--- src/rtl/rf_pkg.sv ---
// Shared types for the register-file write path.
// Write request bundle and architectural register constants.
package rf_pkg;
  localparam int XLEN     = 32;
  localparam int REG_AW   = 5;
  localparam int NUM_REGS = 32;
  localparam logic [REG_AW-1:0] ZERO_REG = 5'd0;

  typedef struct packed {
    logic [REG_AW-1:0] rd;
    logic [XLEN-1:0]   data;
  } wr_req_t;
endpackage

--- src/rtl/rf_wr_fifo.sv ---
// Synchronous FIFO of write requests for long-latency results.
// Pointers wrap modulo DEPTH; count tells full from empty.
module rf_wr_fifo
  import rf_pkg::*;
#(
  parameter int DEPTH = 4,
  localparam int AW = $clog2(DEPTH),
  localparam int CW = AW + 1
) (
  input  logic          clk,
  input  logic          resetn,
  input  logic          push_i,
  input  wr_req_t       din_i,
  input  logic          pop_i,
  output wr_req_t       dout_o,
  output logic          full_o,
  output logic          empty_o,
  output logic [CW-1:0] count_o
);

  wr_req_t       mem [DEPTH];
  logic [AW-1:0] wptr_q, rptr_q;
  logic [CW-1:0] count_q;
  logic          do_push, do_pop;

  assign full_o  = (count_q == CW'(DEPTH));
  assign empty_o = (count_q == '0);
  assign count_o = count_q;
  assign dout_o  = mem[rptr_q];
  assign do_push = push_i && !full_o;
  assign do_pop  = pop_i && !empty_o;

  // Pointer and occupancy tracking.
  always_ff @(posedge clk) begin
    if (!resetn) begin
      wptr_q  <= '0;
      rptr_q  <= '0;
      count_q <= '0;
    end else begin
      if (do_push) wptr_q <= wptr_q + 1'b1;
      if (do_pop)  rptr_q <= rptr_q + 1'b1;
      count_q <= count_q + CW'(do_push) - CW'(do_pop);
    end
  end

  // Storage array; contents are don't-care when not counted.
  always_ff @(posedge clk) begin
    if (do_push) mem[wptr_q] <= din_i;
  end

endmodule

--- src/rtl/rf_write_arbiter.sv ---
// Owns the RF write port: writeback first, long-latency FIFO fills gaps.
// Optional RF_WB_BYPASS_EN drives an lu result straight to the port.
module rf_write_arbiter
  import rf_pkg::*;
#(
  parameter int DEPTH      = 4,
  parameter int STARVE_MAX = 8
) (
  input  logic              clk,
  input  logic              resetn,
  input  logic              wb_valid,
  input  logic [REG_AW-1:0] wb_rd,
  input  logic [XLEN-1:0]   wb_data,
  input  logic              lu_valid,
  output logic              lu_ready,
  input  logic [REG_AW-1:0] lu_rd,
  input  logic [XLEN-1:0]   lu_data,
  output logic              wb_stall,
  output logic              we3,
  output logic [REG_AW-1:0] a3,
  output logic [XLEN-1:0]   wd3,
  output logic [NUM_REGS-1:0] pend_mask
);

  localparam int CW = $clog2(DEPTH) + 1;
  localparam int SW = $clog2(STARVE_MAX + 1);

  wr_req_t       head, wr_d;
  logic          full, empty;
  logic [CW-1:0] fifo_cnt;
  logic          wb_win, lu_fire, push, pop, byp, we_d;
  logic [SW-1:0] starve_q, starve_d;
  logic          stall_q;
  logic          we3_q;
  wr_req_t       wr_q;
  logic [CW-1:0] pcnt_q [NUM_REGS];
  logic [CW-1:0] pcnt_d [NUM_REGS];

  assign lu_ready = resetn && !full;
  assign lu_fire  = lu_valid && lu_ready;
  assign wb_win   = wb_valid && (wb_rd != ZERO_REG);

`ifdef RF_WB_BYPASS_EN
  assign byp = lu_fire && (lu_rd != ZERO_REG) && empty && !wb_win;
`else
  assign byp = 1'b0;
`endif

  assign push = lu_fire && (lu_rd != ZERO_REG) && !byp;
  assign pop  = !wb_win && !empty;

  rf_wr_fifo #(.DEPTH(DEPTH)) u_fifo (
    .clk     (clk),
    .resetn  (resetn),
    .push_i  (push),
    .din_i   ('{rd: lu_rd, data: lu_data}),
    .pop_i   (pop),
    .dout_o  (head),
    .full_o  (full),
    .empty_o (empty),
    .count_o (fifo_cnt)
  );

  // Pick this cycle's winner for the write port.
  always_comb begin
    we_d = 1'b0;
    wr_d = '0;
    unique case (1'b1)
      wb_win: begin
        we_d = 1'b1;
        wr_d = '{rd: wb_rd, data: wb_data};
      end
      pop: begin
        we_d = 1'b1;
        wr_d = head;
      end
      byp: begin
        we_d = 1'b1;
        wr_d = '{rd: lu_rd, data: lu_data};
      end
      default: ;
    endcase
  end

  // Count writeback wins that block a waiting FIFO head.
  always_comb begin
    starve_d = starve_q;
    if (fifo_cnt == '0 || pop)
      starve_d = '0;
    else if (wb_win && starve_q != SW'(STARVE_MAX))
      starve_d = starve_q + 1'b1;
  end

  // Per-register queued-write counts.
  always_comb begin
    for (int r = 0; r < NUM_REGS; r++) begin
      pcnt_d[r] = pcnt_q[r]
        + CW'(push && lu_rd == REG_AW'(r))
        - CW'(pop && head.rd == REG_AW'(r));
    end
  end

  // Pending mask decoded from counts; x0 is never pending.
  always_comb begin
    pend_mask = '0;
    for (int r = 1; r < NUM_REGS; r++) begin
      pend_mask[r] = (pcnt_q[r] != '0);
    end
  end

  // Registered write port, stall and bookkeeping state.
  always_ff @(posedge clk) begin
    if (!resetn) begin
      we3_q    <= 1'b0;
      wr_q     <= '0;
      starve_q <= '0;
      stall_q  <= 1'b0;
      for (int r = 0; r < NUM_REGS; r++) pcnt_q[r] <= '0;
    end else begin
      we3_q    <= we_d;
      wr_q     <= wr_d;
      starve_q <= starve_d;
      stall_q  <= (starve_d == SW'(STARVE_MAX));
      for (int r = 0; r < NUM_REGS; r++) pcnt_q[r] <= pcnt_d[r];
    end
  end

  assign we3      = we3_q;
  assign a3       = wr_q.rd;
  assign wd3      = wr_q.data;
  assign wb_stall = stall_q;

endmodule

--- config.mk ---
export PLATFORM = sky130hd
export DESIGN_NAME = rf_write_arbiter
export DESIGN_NICKNAME = d
export VERILOG_FILES = /design/src/rtl/rf_pkg.sv /design/src/rtl/rf_wr_fifo.sv /design/src/rtl/rf_write_arbiter.sv
export SDC_FILE = /design/constraint.sdc
export NUM_CORES = 1
export LEC_CHECK = 0
export ABC_AREA = 1
export BUFFER_PORTS_ARGS = -buffer_cell sky130_fd_sc_hd__clkbuf_2
export CAP_MARGIN = 20
export CORE_MARGIN = 2
export CORE_UTILIZATION = 50
export DETAILED_ROUTE_END_ITERATION = 8
export GPL_TIMING_DRIVEN = 0
export PLACE_DENSITY = 0.69
export REMOVE_ABC_BUFFERS = 1
export SYNTH_ARGS = -nofsm -noshare
export SYNTH_HDL_FRONTEND = slang
export SYNTH_SLANG_ARGS = --single-unit
--- constraint.sdc ---
create_clock -name clk -period 2.92 [get_ports clk]
set_clock_uncertainty 0.15 [all_clocks]
set_input_delay 0.584 -clock clk [delete_from_list [all_inputs] [get_ports clk]]
set_output_delay 0.584 -clock clk [all_outputs]
set_load 0.02 [all_outputs]
**After elaboration in Yosys (flattened, before gate mapping)**

Memory sizes are Yosys's and may differ from the RTL's. A register that Yosys moved wholly into a read port is not among the register bits.
Cells that the tools add are included.

- Output and inout bits: 72
- Memories kept: 2
- Bits in writable memories: 244
- Input bits: 78
- Flip-flop bits (word level): 50
- Logic and storage cells: 331

Memory list:

| memory | words | width | read ports | clocked after Yosys merged registers in | write ports | RTL line | text |
|---|---|---|---|---|---|---|---|
| u_fifo.mem | 4 | 37 | 1 | 1 | 1 | rf_wr_fifo.sv:21 | `wr_req_t mem [DEPTH];` |
| pcnt_q | 32 | 3 | 32 | 0 | 32 | rf_write_arbiter.sv:36 | `logic [CW-1:0] pcnt_q [NUM_REGS];` |

- Reductions and logical operators: 113
- Mux-type cells: 42
- Bitwise operators: 32
- Equality and inequality tests: 65
- $add $sub $neg: 69

Operators with widths:

| cell | count |
|---|---|
| 5-bit == test (second input constant) | 32 |
| 3-bit by 1-bit adder with 3-bit output | 33 |
| 3-bit by 1-bit subtractor with 3-bit output | 33 |
| 3-bit two-way mux | 32 |
| 3-bit nonzero test | 31 |
| 5-bit by 4-bit == test with 1-bit output (second input constant) | 16 |
| 37-bit case mux with 2 select lines | 1 |
| 1-bit logical AND | 72 |
| 5-bit by 3-bit == test with 1-bit output (second input constant) | 8 |
| 1-bit OR | 32 |
| 5-bit by 2-bit == test with 1-bit output (second input constant) | 4 |
| 5-bit by 1-bit == test with 1-bit output (second input constant) | 2 |
| 5-bit zero test | 2 |
| 5-bit nonzero test | 2 |
| 4-bit two-way mux | 2 |
| 1-bit two-way mux | 5 |
| 2-bit by 1-bit adder with 2-bit output (second input constant) | 2 |
| 4-bit by 1-bit adder with 4-bit output (second input constant) | 1 |
| 4-bit == test (second input constant) | 1 |
| 2-bit two-way mux | 2 |
| 4-bit != test (second input constant) | 1 |
| 3-bit == test (second input constant) | 1 |
| 1-bit zero test | 3 |
| 3-bit zero test | 1 |
| 2 further kinds | 2 |

**Logic depth before layout (Yosys ltp)**

- Depth in word-level cells: 9
- Depth in mapped cells: 17
- Gate-level depth less buffers: 16

**Hierarchy**

A second synthesis with hierarchy kept.

- Cell total of the unflattened synthesis: 1,364
- Area total of the unflattened synthesis: 13,208.9 µm²

Modules (own cells, without submodules):

| module | area each (µm²) | cells an instance | sequential area each (µm²) | instances |
|---|---|---|---|---|
| rf_write_arbiter | 7,239.4 | 938 | 2,722.6 | 1 |
| rf_wr_fifo | 5,969.5 | 426 | 4,624.4 | 1 |

**Least setup slack after synthesis**

OpenSTA, ideal clock, no wires.

- Path kind: input-to-reg
- From: input lu_rd[0]
- To: memory u_fifo.mem[0][0] in the netlist's numbering (enable)
- Data arrival time: 2,600 ps
- Buffers on the path: 0
- Setup slack: -261 ps
- Data required time: 2,339 ps
- Cell stages on the path: 6
- Setup time: 431 ps
- Path through: nor2_1 -> nand2_1 -> nor2_2 -> nor2_4 -> inv_1 -> nor2_1

- Longest elaborated chain between the ends: 5

RTL lines:

| what | RTL line | text |
|---|---|---|
| from (decl) | rf_write_arbiter.sv:16 | `input logic [REG_AW-1:0] lu_rd,` |
| 5-bit nonzero test | rf_write_arbiter.sv:49 | `assign push = lu_fire && (lu_rd != ZERO_REG) && !byp;` |
| 1-bit logical AND | rf_write_arbiter.sv:49 |  |
| 1-bit logical AND | rf_wr_fifo.sv:30 | `assign do_push = push_i && !full_o;` |
| via u_fifo.do_push | rf_wr_fifo.sv:24 | `logic do_push, do_pop;` |
| 1-bit two-way mux | rf_wr_fifo.sv:48 | `if (do_push) mem[wptr_q] <= din_i;` |
| 1-bit two-way mux (implied by the code) | rf_wr_fifo.sv:48 |  |
| to (decl) | rf_wr_fifo.sv:21 |  |

The timed path passes the listed nets, and every way through them passes these cells.

==> flow_summary.json <==
{
  "status": "completed",
  "worst_pin_slew_ps": 753,
  "dr_total_vias": 10200,
  "grt_pass1_vias": 9958,
  "pwr-share-clk_pct": 31.9,
  "drive_above_1_share_pct": 16.8,
  "core_sq_um": 27600,
  "path_clk_slew_ps": 60,
  "fmax_mhz": 354,
  "synth_cell_types": 29,
  "final-setup-viol-count": 0,
  "combPwrFrac_pct": 27.9,
  "synth_area_per_cell_sq_um": 8.82,
  "p_total_w": 0.0121,
  "drc_errors": 0,
  "die_area_sq_um": 29200,
  "worst-path-buf-inv": 4,
  "cts_buffers": 31,
  "gp_congestion": 0.766,
  "period_needed_ps": 2820,
  "cp_top_family": "adder cells",
  "root_buffer": "clkbuf_16",
  "worstPathCellList": "clkinv_8, nand2_1, nand3_1, nand2_2, nand2_2, inv_2, nand2_1, nor2_1, ha_1, inv_1, ha_1, inv_1, fa_1, xnor2_1, o21ai_0, a21oi_1",
  "drt_iter0_drc": 714,
  "hp-class": "in -> reg",
  "seqPwrFrac_pct": 40.2,
  "cap_violations": 0,
  "synth-async-reset-ratio_pct": 0,
  "hpwl_um": 18400,
  "rr_endpoint": "pcnt_q[1][5]",
  "fin_setup_tns_ps": 0,
  "end_kind": "register",
  "fp.dieH_um": 171,
  "synth_area_leader_cell": "edfxtp_1",
  "hold_path_end": "u_fifo.mem[2][18]",
  "hold_viol": 0,
  "fin_crit_sh_pct": 96.7,
  "layout_setup_ws_ps": 95.9,
  "critPathKind": "reg -> reg",
  "grt_usage_pct": 20.3,
  "htreeDepth": 1,
  "reg2reg_depth": 16,
  "drv_slew": 0,
  "fp.dieW_um": 171,
  "clkSinkCount": 293,
  "antenna_found_initial": 2,
  "tritoncts": "done",
  "slowest_delay_ps": 440,
  "placementRows": 61,
  "rsz0062_at_grt": "true",
  "hold_buffers": 0,
  "ys_seq_area_share_pct": 52.8,
  "yosysWarnings": 0,
  "place_ws_ps": -1550,
  "internal_power_w": 0.00806,
  "crit_fanout": 12,
  "worst_hold_startpoint": "lu_data[18]",
  "slowest_stage": "dfxtp_4",
  "portBuffers": 148,
  "arrival_ps": 3160,
  "ys_ff_latch": 293,
  "critPathLaunchType": "register",
  "synth_ff_type": "edfxtp_1",
  "power_density_nw_per_um2": 727,
  "syn_area_sq_um": 13900,
  "nNetsFinal": 1911,
  "swShare_pct": 33.1,
  "switchingPower_w": 0.00399,
  "post_drt_via_cell_ratio": 4.79,
  "dr.pass1.iters": 5,
  "r2r_slack_ps": 100,
  "ant_nets": 0,
  "grt_pass1_wl_um": 47200,
  "area_growth_pct": 19.1,
  "start_util_pct": 50.4,
  "slew_headroom_pct": 49.7,
  "route.detailed.wl_per_inst_um": 14.2,
  "routed_wl_um": 30400,
  "synth_edf_count": 148,
  "worstHoldPathCells": 1,
  "synthDominantCellAreaShare_pct": 31.9,
  "synthTopCellsByArea": "edfxtp_1, dfxtp_1, nand2_1, inv_1, ha_1",
  "clk_path_buf_depth": 3,
  "ir_drop_mv": 0.658,
  "clock_latency_ps": 550,
  "utilization_pct": 60.0,
  "power_leakage_nw": 8.01,
  "syn_inst": 1579,
  "grt_max_degree": 77,
  "grt-ovfl-total": 0,
  "critPathRequiredTime_ps": 3260,
  "io_pins": 150
}
==> sequential cells by signal, indices dropped and copies added, names as in the netlist, named ones only <==
signal	cells
a3	5
pcnt_q	93
starve_q	4
u_fifo.count_o	3
u_fifo.mem	148
u_fifo.rptr_q	2
u_fifo.wptr_q	2
wb_stall	1
wd3	32
we3	1
==> power by group through the flow <==
stage	clock [W]	combinational, W	sequential (W)
CTS	0.00391	0.00308	0.00485
floorplan	0	0.00171	0.00510
finish	0.00384	0.00336	0.00485
global placement	0	0.00263	0.00506
global route	0.00407	0.00372	0.00488
detailed placement	0	0.00274	0.00504
==> stage by stage <==
stage	cell area [sq um]	std cells	hold WS [ps]
global route	16600	2134	78.0
global placement	14900	2049	301
CTS	16300	2123	71.8
detailed placement	15100	2056	309
finish	16600	2135	93.4
floorplan	13600	1523	289
==> layout by cell type, fill, tap and decap left out, types with 2 or more instances in the layout <==
| cell | netlist | final |
|---|---|---|
| nand2_1 | 373 | 363 |
| a21oi_1 | 72 | 72 |
| clkbuf_2 | 0 | 147 |
| dfxtp_4 | 0 | 2 |
| clkbuf_8 | 0 | 2 |
| buf_16 | 0 | 3 |
| edfxtp_1 | 148 | 148 |
| nand2_2 | 4 | 10 |
| inv_1 | 335 | 334 |
| or2_2 | 7 | 7 |
| inv_2 | 4 | 3 |
| nor2_1 | 138 | 128 |
| xnor2_2 | 0 | 12 |
| nand4_1 | 2 | 2 |
| inv_6 | 0 | 3 |
| nand2_8 | 0 | 2 |
| buf_12 | 0 | 9 |
| fa_2 | 0 | 9 |
| nor3_1 | 6 | 4 |
| buf_4 | 5 | 10 |
| clkbuf_1 | 14 | 5 |
| xor2_1 | 16 | 16 |
| nand2_4 | 0 | 6 |
| nand3_2 | 3 | 2 |
| o21ai_1 | 0 | 8 |
| nor3_2 | 0 | 2 |
| clkinvlp_2 | 0 | 3 |
| dfxtp_1 | 145 | 143 |
| nand3_4 | 1 | 3 |
| clkbuf_16 | 0 | 31 |
| xnor2_1 | 19 | 7 |
| nor2_4 | 1 | 12 |
| fa_1 | 32 | 23 |
| clkinv_1 | 0 | 4 |
| clkinv_2 | 0 | 7 |
| bufinv_16 | 0 | 3 |
| nand3_1 | 116 | 115 |
| ha_1 | 70 | 70 |
| o21ai_0 | 26 | 18 |
==> worst max path at each step <==
stage	from	end	slack [ps]	depth (start not counted)
3_3_place_gp	register	pcnt_q[1][2]	-3620	14
6_report	register	pcnt_q[1][5]	100	16
2_1_floorplan	register	pcnt_q[1][2]	-1550	14
4_1_cts	u_fifo.count_o[1]	pcnt_q[1][23]	8	13
5_1_grt	register	pcnt_q[1][5]	-30	16
3_5_place_dp	wb_rd[1]	pcnt_q[0][41]	-1550	14
==> Yosys cell counts (3+ instances only) <==
| cell | instances |
|---|---|
| a21oi_1 | 72 |
| buf_1 | 3 |
| buf_2 | 32 |
| buf_4 | 5 |
| clkbuf_1 | 14 |
| dfxtp_1 | 145 |
| edfxtp_1 | 148 |
| fa_1 | 32 |
| ha_1 | 70 |
| inv_1 | 335 |
| inv_2 | 4 |
| nand2_1 | 373 |
| nand2_2 | 4 |
| nand3_1 | 116 |
| nand3_2 | 3 |
| nor2_1 | 138 |
| nor3_1 | 6 |
| o21ai_0 | 26 |
| or2_2 | 7 |
| xnor2_1 | 19 |
| xor2_1 | 16 |
==> final cells by class <==
class	count	area [sq um]
inverter	340	1300
clock inverter	20	181
timing repair inverter	1	8.76
multi-input combinational	894	5350
tap	378	473
fill	2351	11000
timing repair buffer	170	1090
antenna	1	2.50
sequential	293	7350
clock buffer	38	822
==> kinds of logic (layout without fill, tap and decap cells) <==
| logic type | after synthesis | count (layout) | share of synthesized area (%) |
|---|---|---|---|
| buffers and inverters | 396 | 569 | 11.2 |
| adder cells (fa/ha/maj) | 102 | 102 | 10.9 |
| AO/OA/AOI/OAI | 98 | 98 | 3.52 |
| XOR/XNOR | 35 | 35 | 2.20 |
| other | 1 | 2 | 0.0269 |
| flip-flops | 293 | 293 | 52.8 |
| AND/OR/NAND/NOR | 654 | 658 | 19.4 |
==> routing by layer <==
layer	vias to the layer above	wire length [um]	track usage, %
li1	5152	-	-
met1	4739	12600	24.9
met2	279	14900	36.2
met3	65	1960	3.40
met4	2	873	6.89
met5	-	13	0
==> timing repair <==
action	4_1_cts	5_1_grt
pin swaps	2	16
resized for setup	24	53
hold endpoints to repair	0	0
buffers inserted	9	6
endpoints found under the setup margin	96	28
gates cloned	0	5
No activity file was read; power rests on OpenSTA's default activity.
